**src/rtl/rvx_pkg.sv**
```systemverilog
`default_nettype none
// +----------------------------------------------------------------------+
// | Package   : rvx_pkg                                                  |
// | Purpose   : Shared register-file constants and types for the hazard  |
// |             scoreboard (register count, outstanding-op limit,        |
// |             register address / vector / counter types).              |
// | Ports     : none (package)                                           |
// | Revision  : 1.0  initial release                                     |
// +----------------------------------------------------------------------+
package rvx_pkg;

  localparam int NREG       = 32;
  localparam int SB_MAX_OUT = 4;
  localparam int CNT_W      = 3;

  typedef logic [4:0]       regaddr_t;
  typedef logic [NREG-1:0]  regvec_t;
  typedef logic [CNT_W-1:0] outcnt_t;

  // One-hot decode of a register address into a register-file-wide vector.
  function automatic regvec_t onehot(input regaddr_t addr);
    regvec_t v;
    v       = '0;
    v[addr] = 1'b1;
    return v;
  endfunction

endpackage
`default_nettype wire

```
**src/rtl/hazard_scoreboard_if.sv**
```systemverilog
`default_nettype none
// +----------------------------------------------------------------------+
// | Interface : hazard_scoreboard_if                                     |
// | Purpose   : Groups the pipeline-side signals of the hazard scoreboard|
// | Ports     : master - pipeline side (drives decode/execute/writeback |
// |                      info, receives stall/flush/status)              |
// |             slave  - scoreboard side (the reverse)                   |
// |   Decode   : Rs1D, Rs2D, UsesRs1D, UsesRs2D, RdD, RegWriteD,         |
// |              LongLatD, ValidD                                        |
// |   Execute  : RdE, ResultSrcE0, PCSrcE                                |
// |   Writeback: DoneW, RdDoneW                                          |
// |   Control  : StallF, StallD, FlushD, FlushE, OutCnt, SbErr           |
// | Revision  : 1.0  initial release                                     |
// +----------------------------------------------------------------------+
interface hazard_scoreboard_if;
  import rvx_pkg::*;

  regaddr_t Rs1D;
  regaddr_t Rs2D;
  logic     UsesRs1D;
  logic     UsesRs2D;
  regaddr_t RdD;
  logic     RegWriteD;
  logic     LongLatD;
  logic     ValidD;
  regaddr_t RdE;
  logic     ResultSrcE0;
  logic     PCSrcE;
  logic     DoneW;
  regaddr_t RdDoneW;
  logic     StallF;
  logic     StallD;
  logic     FlushD;
  logic     FlushE;
  outcnt_t  OutCnt;
  logic     SbErr;

  modport master (
    output Rs1D, Rs2D, UsesRs1D, UsesRs2D, RdD, RegWriteD, LongLatD, ValidD,
    output RdE, ResultSrcE0, PCSrcE, DoneW, RdDoneW,
    input  StallF, StallD, FlushD, FlushE, OutCnt, SbErr
  );

  modport slave (
    input  Rs1D, Rs2D, UsesRs1D, UsesRs2D, RdD, RegWriteD, LongLatD, ValidD,
    input  RdE, ResultSrcE0, PCSrcE, DoneW, RdDoneW,
    output StallF, StallD, FlushD, FlushE, OutCnt, SbErr
  );

endinterface
`default_nettype wire

```
**src/rtl/sb_pending.sv**
```systemverilog
`default_nettype none
// +----------------------------------------------------------------------+
// | Module    : sb_pending                                               |
// | Purpose   : Pending-write vector P for long-latency results, its     |
// |             set/clear logic and the sticky protocol-error flag.      |
// | Ports     : clk, reset_n       clock, sync active-low reset           |
// |             set_en, set_rd     record a newly issued long op         |
// |             done, done_rd      long-latency completion               |
// |             pend_eff           P with this cycle's completion removed |
// |             done_ok            completion hit a pending register      |
// |             err                sticky: completion to a non-pending reg|
// | Revision  : 1.0  initial release                                     |
// +----------------------------------------------------------------------+
module sb_pending
  import rvx_pkg::*;
(
  input  logic     clk,
  input  logic     reset_n,
  input  logic     set_en,
  input  regaddr_t set_rd,
  input  logic     done,
  input  regaddr_t done_rd,
  output regvec_t  pend_eff,
  output logic     done_ok,
  output logic     err
);

  regvec_t pend;
  regvec_t clr_mask;
  regvec_t set_mask;
  regvec_t pend_nxt;

  // P[0] never gets set, so a completion to x0 is always an error.
  assign done_ok  = done & pend[done_rd];
  assign clr_mask = done ? onehot(done_rd) : '0;
  assign pend_eff = pend & ~clr_mask;
  assign set_mask = set_en ? onehot(set_rd) : '0;

  // Set wins over a same-cycle clear of the same register: the old op
  // retires while the new one takes ownership of the destination.
  always_comb begin
    pend_nxt    = pend_eff | set_mask;
    pend_nxt[0] = 1'b0;
  end

  always_ff @(posedge clk) begin
    if (!reset_n) begin
      pend <= '0;
      err  <= 1'b0;
    end else begin
      pend <= pend_nxt;
      if (done && !done_ok) begin
        err <= 1'b1;
      end
    end
  end

endmodule
`default_nettype wire

```
**src/rtl/hazard_scoreboard.sv**
```systemverilog
`default_nettype none
// +----------------------------------------------------------------------+
// | Module    : hazard_scoreboard                                        |
// | Purpose   : Decode-stage hazard detection for an in-order pipeline   |
// |             with a variable-latency unit: RAW/WAW on pending long    |
// |             results, load-use, outstanding-op limit, branch flush.   |
// | Ports     : clk      rising-edge clock                               |
// |             reset_n  synchronous active-low reset                    |
// |             sb       hazard_scoreboard_if.slave (decode, execute,    |
// |                      writeback info in; stall/flush/OutCnt/SbErr out)|
// | Revision  : 1.0  initial release                                     |
// +----------------------------------------------------------------------+
module hazard_scoreboard
  import rvx_pkg::*;
(
  input  logic               clk,
  input  logic               reset_n,
  hazard_scoreboard_if.slave sb
);

  regvec_t pend_eff;
  logic    done_ok;
  logic    sb_err;
  outcnt_t out_cnt;
  logic    long_wr;
  logic    raw_hz;
  logic    waw_hz;
  logic    lu_hz;
  logic    full_hz;
  logic    hz;
  logic    issue;

  assign long_wr = sb.ValidD & sb.LongLatD & sb.RegWriteD;

  assign raw_hz  = sb.ValidD & ((sb.UsesRs1D & pend_eff[sb.Rs1D]) |
                                (sb.UsesRs2D & pend_eff[sb.Rs2D]));

  assign waw_hz  = long_wr & (sb.RdD != '0) & pend_eff[sb.RdD];

  assign lu_hz   = sb.ValidD & sb.ResultSrcE0 & (sb.RdE != '0) &
                   ((sb.UsesRs1D & (sb.Rs1D == sb.RdE)) |
                    (sb.UsesRs2D & (sb.Rs2D == sb.RdE)));

  // A completion this cycle frees a slot for a same-cycle issue. Only a
  // completion that actually retires a pending op counts, so a bogus
  // completion can never let the count climb past the limit.
  assign full_hz = long_wr &
                   ((out_cnt - outcnt_t'(done_ok)) == outcnt_t'(SB_MAX_OUT));

  assign hz      = raw_hz | waw_hz | lu_hz | full_hz;

  assign issue   = long_wr & (sb.RdD != '0) & ~hz & ~sb.PCSrcE;

  assign sb.StallF = hz & ~sb.PCSrcE;
  assign sb.StallD = hz & ~sb.PCSrcE;
  assign sb.FlushD = sb.PCSrcE;
  assign sb.FlushE = hz | sb.PCSrcE;
  assign sb.OutCnt = out_cnt;
  assign sb.SbErr  = sb_err;

  sb_pending u_pending (
    .clk      (clk),
    .reset_n  (reset_n),
    .set_en   (issue),
    .set_rd   (sb.RdD),
    .done     (sb.DoneW),
    .done_rd  (sb.RdDoneW),
    .pend_eff (pend_eff),
    .done_ok  (done_ok),
    .err      (sb_err)
  );

  // Simultaneous issue and retire leaves the count unchanged; the bounds
  // checks keep it inside 0..SB_MAX_OUT even if upstream misbehaves.
  always_ff @(posedge clk) begin
    if (!reset_n) begin
      out_cnt <= '0;
    end else if (issue && !done_ok) begin
      if (out_cnt != outcnt_t'(SB_MAX_OUT)) begin
        out_cnt <= out_cnt + outcnt_t'(1);
      end
    end else if (!issue && done_ok) begin
      if (out_cnt != '0) begin
        out_cnt <= out_cnt - outcnt_t'(1);
      end
    end
  end

endmodule
`default_nettype wire

```
**src/flat_wrapper.sv**
```systemverilog
// flat-port wrapper written by rule: the top's interface ports become plain ports
module hazard_scoreboard_flat import rvx_pkg::*;
  (clk, reset_n, sb_Rs1D, sb_Rs2D, sb_UsesRs1D, sb_UsesRs2D, sb_RdD, sb_RegWriteD, sb_LongLatD, sb_ValidD, sb_RdE, sb_ResultSrcE0, sb_PCSrcE, sb_DoneW, sb_RdDoneW, sb_StallF, sb_StallD, sb_FlushD, sb_FlushE, sb_OutCnt, sb_SbErr);
  hazard_scoreboard_if sb_i ();
  input  logic clk;
  input  logic reset_n;
  input wire logic [$bits(sb_i.Rs1D)-1:0] sb_Rs1D;
  input wire logic [$bits(sb_i.Rs2D)-1:0] sb_Rs2D;
  input wire logic [$bits(sb_i.UsesRs1D)-1:0] sb_UsesRs1D;
  input wire logic [$bits(sb_i.UsesRs2D)-1:0] sb_UsesRs2D;
  input wire logic [$bits(sb_i.RdD)-1:0] sb_RdD;
  input wire logic [$bits(sb_i.RegWriteD)-1:0] sb_RegWriteD;
  input wire logic [$bits(sb_i.LongLatD)-1:0] sb_LongLatD;
  input wire logic [$bits(sb_i.ValidD)-1:0] sb_ValidD;
  input wire logic [$bits(sb_i.RdE)-1:0] sb_RdE;
  input wire logic [$bits(sb_i.ResultSrcE0)-1:0] sb_ResultSrcE0;
  input wire logic [$bits(sb_i.PCSrcE)-1:0] sb_PCSrcE;
  input wire logic [$bits(sb_i.DoneW)-1:0] sb_DoneW;
  input wire logic [$bits(sb_i.RdDoneW)-1:0] sb_RdDoneW;
  output wire logic [$bits(sb_i.StallF)-1:0] sb_StallF;
  output wire logic [$bits(sb_i.StallD)-1:0] sb_StallD;
  output wire logic [$bits(sb_i.FlushD)-1:0] sb_FlushD;
  output wire logic [$bits(sb_i.FlushE)-1:0] sb_FlushE;
  output wire logic [$bits(sb_i.OutCnt)-1:0] sb_OutCnt;
  output wire logic [$bits(sb_i.SbErr)-1:0] sb_SbErr;
  assign sb_i.Rs1D = sb_Rs1D;
  assign sb_i.Rs2D = sb_Rs2D;
  assign sb_i.UsesRs1D = sb_UsesRs1D;
  assign sb_i.UsesRs2D = sb_UsesRs2D;
  assign sb_i.RdD = sb_RdD;
  assign sb_i.RegWriteD = sb_RegWriteD;
  assign sb_i.LongLatD = sb_LongLatD;
  assign sb_i.ValidD = sb_ValidD;
  assign sb_i.RdE = sb_RdE;
  assign sb_i.ResultSrcE0 = sb_ResultSrcE0;
  assign sb_i.PCSrcE = sb_PCSrcE;
  assign sb_i.DoneW = sb_DoneW;
  assign sb_i.RdDoneW = sb_RdDoneW;
  assign sb_StallF = sb_i.StallF;
  assign sb_StallD = sb_i.StallD;
  assign sb_FlushD = sb_i.FlushD;
  assign sb_FlushE = sb_i.FlushE;
  assign sb_OutCnt = sb_i.OutCnt;
  assign sb_SbErr = sb_i.SbErr;
  hazard_scoreboard u_core (.clk(clk), .reset_n(reset_n), .sb(sb_i));
endmodule
```
**config.mk**
```make
export PLATFORM = sky130hd
export DESIGN_NAME = hazard_scoreboard_flat
export DESIGN_NICKNAME = d
export VERILOG_FILES = /design/src/rtl/rvx_pkg.sv /design/src/rtl/hazard_scoreboard_if.sv /design/src/rtl/sb_pending.sv /design/src/rtl/hazard_scoreboard.sv /design/src/flat_wrapper.sv
export SDC_FILE = /design/constraint.sdc
export NUM_CORES = 1
export LEC_CHECK = 0
export ABC_CLOCK_PERIOD_IN_PS = 10200
export BUFFER_PORTS_ARGS = -buffer_cell sky130_fd_sc_hd__buf_2
export CAP_MARGIN = 40
export CORE_ASPECT_RATIO = 1.1
export CORE_UTILIZATION = 64
export CTS_CLUSTER_DIAMETER = 40
export DETAILED_ROUTE_END_ITERATION = 8
export PLACE_DENSITY = 0.84
export SKIP_LAST_GASP = 1
export SLEW_MARGIN = 0
export SYNTH_ARGS = -nofsm -noshare
export SYNTH_HDL_FRONTEND = slang
export SYNTH_SLANG_ARGS = --single-unit
```
**constraint.sdc**
```tcl
create_clock -name clk -period 10.2 [get_ports clk]
set_input_delay 1.02 -clock clk [delete_from_list [all_inputs] [get_ports clk]]
set_output_delay 1.02 -clock clk [all_outputs]
set_load 0.03 [all_outputs]
```
==> metrics.txt <==
crit path capture type=output pin; most frequent cells in the layout=buf_2 (42), nand3_1 (36), dfxtp_1 (35); commonest non-fill, non-tap cell in the layout=buf_2; Via density=7.41; HP Class=reg2reg; final setup violation count=0; Crit Path Max Fanout=19; syn_nets=477; Cell variety after synth=73; Synth Area in XOR/XNOR=4.15%; f_max=180 MHz; clk sinks=35; setup TNS=0 ps; Root Driver=clkbuf_8; chip height=80.5 um; Placer Congestion=0.973; status=finished, final reports clean; fin crit share=54.6%; peak supply drop=68.7 uV; Area Growth Syn to Fin=5.47%; crit path DAT=4550 ps; Post-Syn Area=3590 sq um; final hold vios=0; first-pass GRT wire length=18.7 mm; clock tree from TritonCTS=done; Worst Clk Skew=5.99 ps; pins over their slew limit=0; initial antenna violation count=0; hpwl dp=8.60 mm; fraction of layout cells with a size suffix above 1=19.1%; vias in the first global route=3578; largest family of logic cells by synthesized area=compound AO/OA/AOI/OAI gates; RSZ-0062 raised after global routing=no; Post-synth top flop=dfxtp_1; compound-gate portion of the synthesized area=27.2%; Congestion Overflow GR=0; Total Nets Final=486; Cells after Synth=440; Die X=73.4 um; Longest Clk Path Bufs=2; DR pass1 iterations=5; Iter 0 DRT Violations=453; Fill cells=470; post-CTS setup buffers=0; Initial Utilization=66.5%; Least-Margin Pin Slew=967 ps; Clock Latency Late Sink=300 ps; diode count=0; Clock transition at path regs=80 ps; detailed-route wire length per cell=22.2 um; register area=701 sq um; Final ANT Viol Nets=0; Setup CP Type=in2out; flops & latches, synth=35; TritonCTS Buffers=5; PwrDens=86.7 nW/um^2; I/O Pins=43; largest net degree at the start of global routing=46; CTS-repair resized insts=0; Residual DRC=0; die area=5910 sq um; via count=3892; static leakage=1.35 nW; number of synthesis warnings=0; area of the multi-input gates=2630 sq um; DRT Wirelength=11.7 mm; mux contribution to synthesized area=16.7%; post-synthesis sequential area ratio=19.5%; Max-cap violations=0; I/O Buffers=42; Site Rows=28; Hold Buf Count CTS=0; GRT Overall Usage=42.1%; Slew Limit Headroom=35.4%; WP data required=9180 ps; adder-cell share of the synthesized area=0.907%; htree depth=2; EDFF count, synth=0; simple-gate share of the synthesized area=24.2%; core box area=5400 sq um; CP Launch Type=primary input; FFs w/ async S/R, synth=0%; min Tclk post-route=5570 ps; end-of-flow core utilization=70.2%; average size of a mapped cell=8.16 sq um
[layout make-up]
cell class / instances / share of cell area [%]
Clock buffer: 5 / 1.82
Clock inverter: 3 / 0.529
Inverter: 14 / 1.39
Multi-Input combinational cell: 350 / 69.5
Sequential cell: 35 / 18.5
Tap cell: 75 / 2.48
Timing Repair Buffer: 43 / 5.75
[worst max-delay path, cell delays in order]
cell and delay, ps:
buf_2 400, mux4_2 560, mux4_2 500, mux2i_1 240, inv_1 70, nand2_1 270
inv_1 180, ha_1 240, xnor2_1 120, nor4b_1 310, nor2_1 130, o21ai_0 120
nor2_1 60, nor2_1 100, buf_2 210
[Yosys cell counts, types with 7 or more instances]
cell | n | area, sq um
nand3_1 | 36 | 180
dfxtp_1 | 35 | 701
o21ai_0 | 24 | 120
nor2_1 | 22 | 82.6
clkbuf_1 | 18 | 67.6
nand2_1 | 18 | 67.6
a21boi_0 | 17 | 128
mux2i_1 | 16 | 160
a21boi_1 | 15 | 113
inv_1 | 14 | 52.6
nand4_1 | 14 | 87.6
mux2_2 | 13 | 146
mux4_2 | 13 | 293
buf_2 | 12 | 60.1
o21ai_1 | 12 | 60.1
a21oi_1 | 11 | 55.1
xor2_1 | 11 | 96.3
nor3_1 | 9 | 45.0
o211ai_1 | 9 | 67.6
o31ai_1 | 8 | 60.1
a22oi_1 | 7 | 52.6
buf_4 | 7 | 52.6
[stage by stage]
step / total power (W) / instances / worst slack (ps) / area (sq um) / hold WS (ps)
5_1_grt: 0.000338 / 525 / 4400 / 3780 / 585
3_3_place_gp: 0.000223 / 517 / 4780 / 3700 / 541
6_report: 0.000328 / 525 / 4630 / 3780 / 575
3_5_place_dp: 0.000224 / 517 / 4620 / 3700 / 547
2_1_floorplan: 0.000203 / 440 / 4660 / 3590 / 483
4_1_cts: 0.000324 / 525 / 4660 / 3780 / 557
[final timing paths]
| kind | slack [ps] | depth (start not counted) | startpoint | end |
|---|---|---|---|---|
| setup / recovery | 4630 | 15 | sb_RdDoneW[0] | sb_StallD |
| setup reg to reg | 5750 | 18 | u_core.u_pending.pend[23] | u_core.sb.OutCnt[2] |
| hold reg to reg | 580 | 2 | u_core.u_pending.pend[20] | u_core.u_pending.pend[20] |
| hold / removal | 580 | 2 | u_core.u_pending.pend[20] | u_core.u_pending.pend[20] |
[report_power, final]
group	switching, W	internal (W)
clock	0.0000570	0.0000475
combinational	0.0000560	0.0000285
sequential	0.00000162	0.000137
total	0.000115	0.000214
[state kept, by name, summed over array words and instances (netlist names)]
name	cells
u_core.u_pending.err	1
u_core.sb.OutCnt	3
u_core.u_pending.pend	31
[per-layer routing]
layer / wire length, um / part of all wire, % / global-route usage (%)
met1: 4660 / 40 / 55.0
met2: 5380 / 46 / 66.9
met3: 1160 / 9.9 / 7.65
met4: 461 / 4.0 / 19.8
met5: 0 / 0 / 0
[cell families (layout without fill, tap and decap cells)]
logic type,Yosys count,after routing
buffers and inverters,55,65
flip-flops,35,35
multiplexers,42,42
XOR/XNOR,17,17
AO/OA/AOI/OAI,140,140
adder cells (fa/ha/maj),2,2
AND/OR/NAND/NOR,149,149
(Power assumes the default switching activity.)
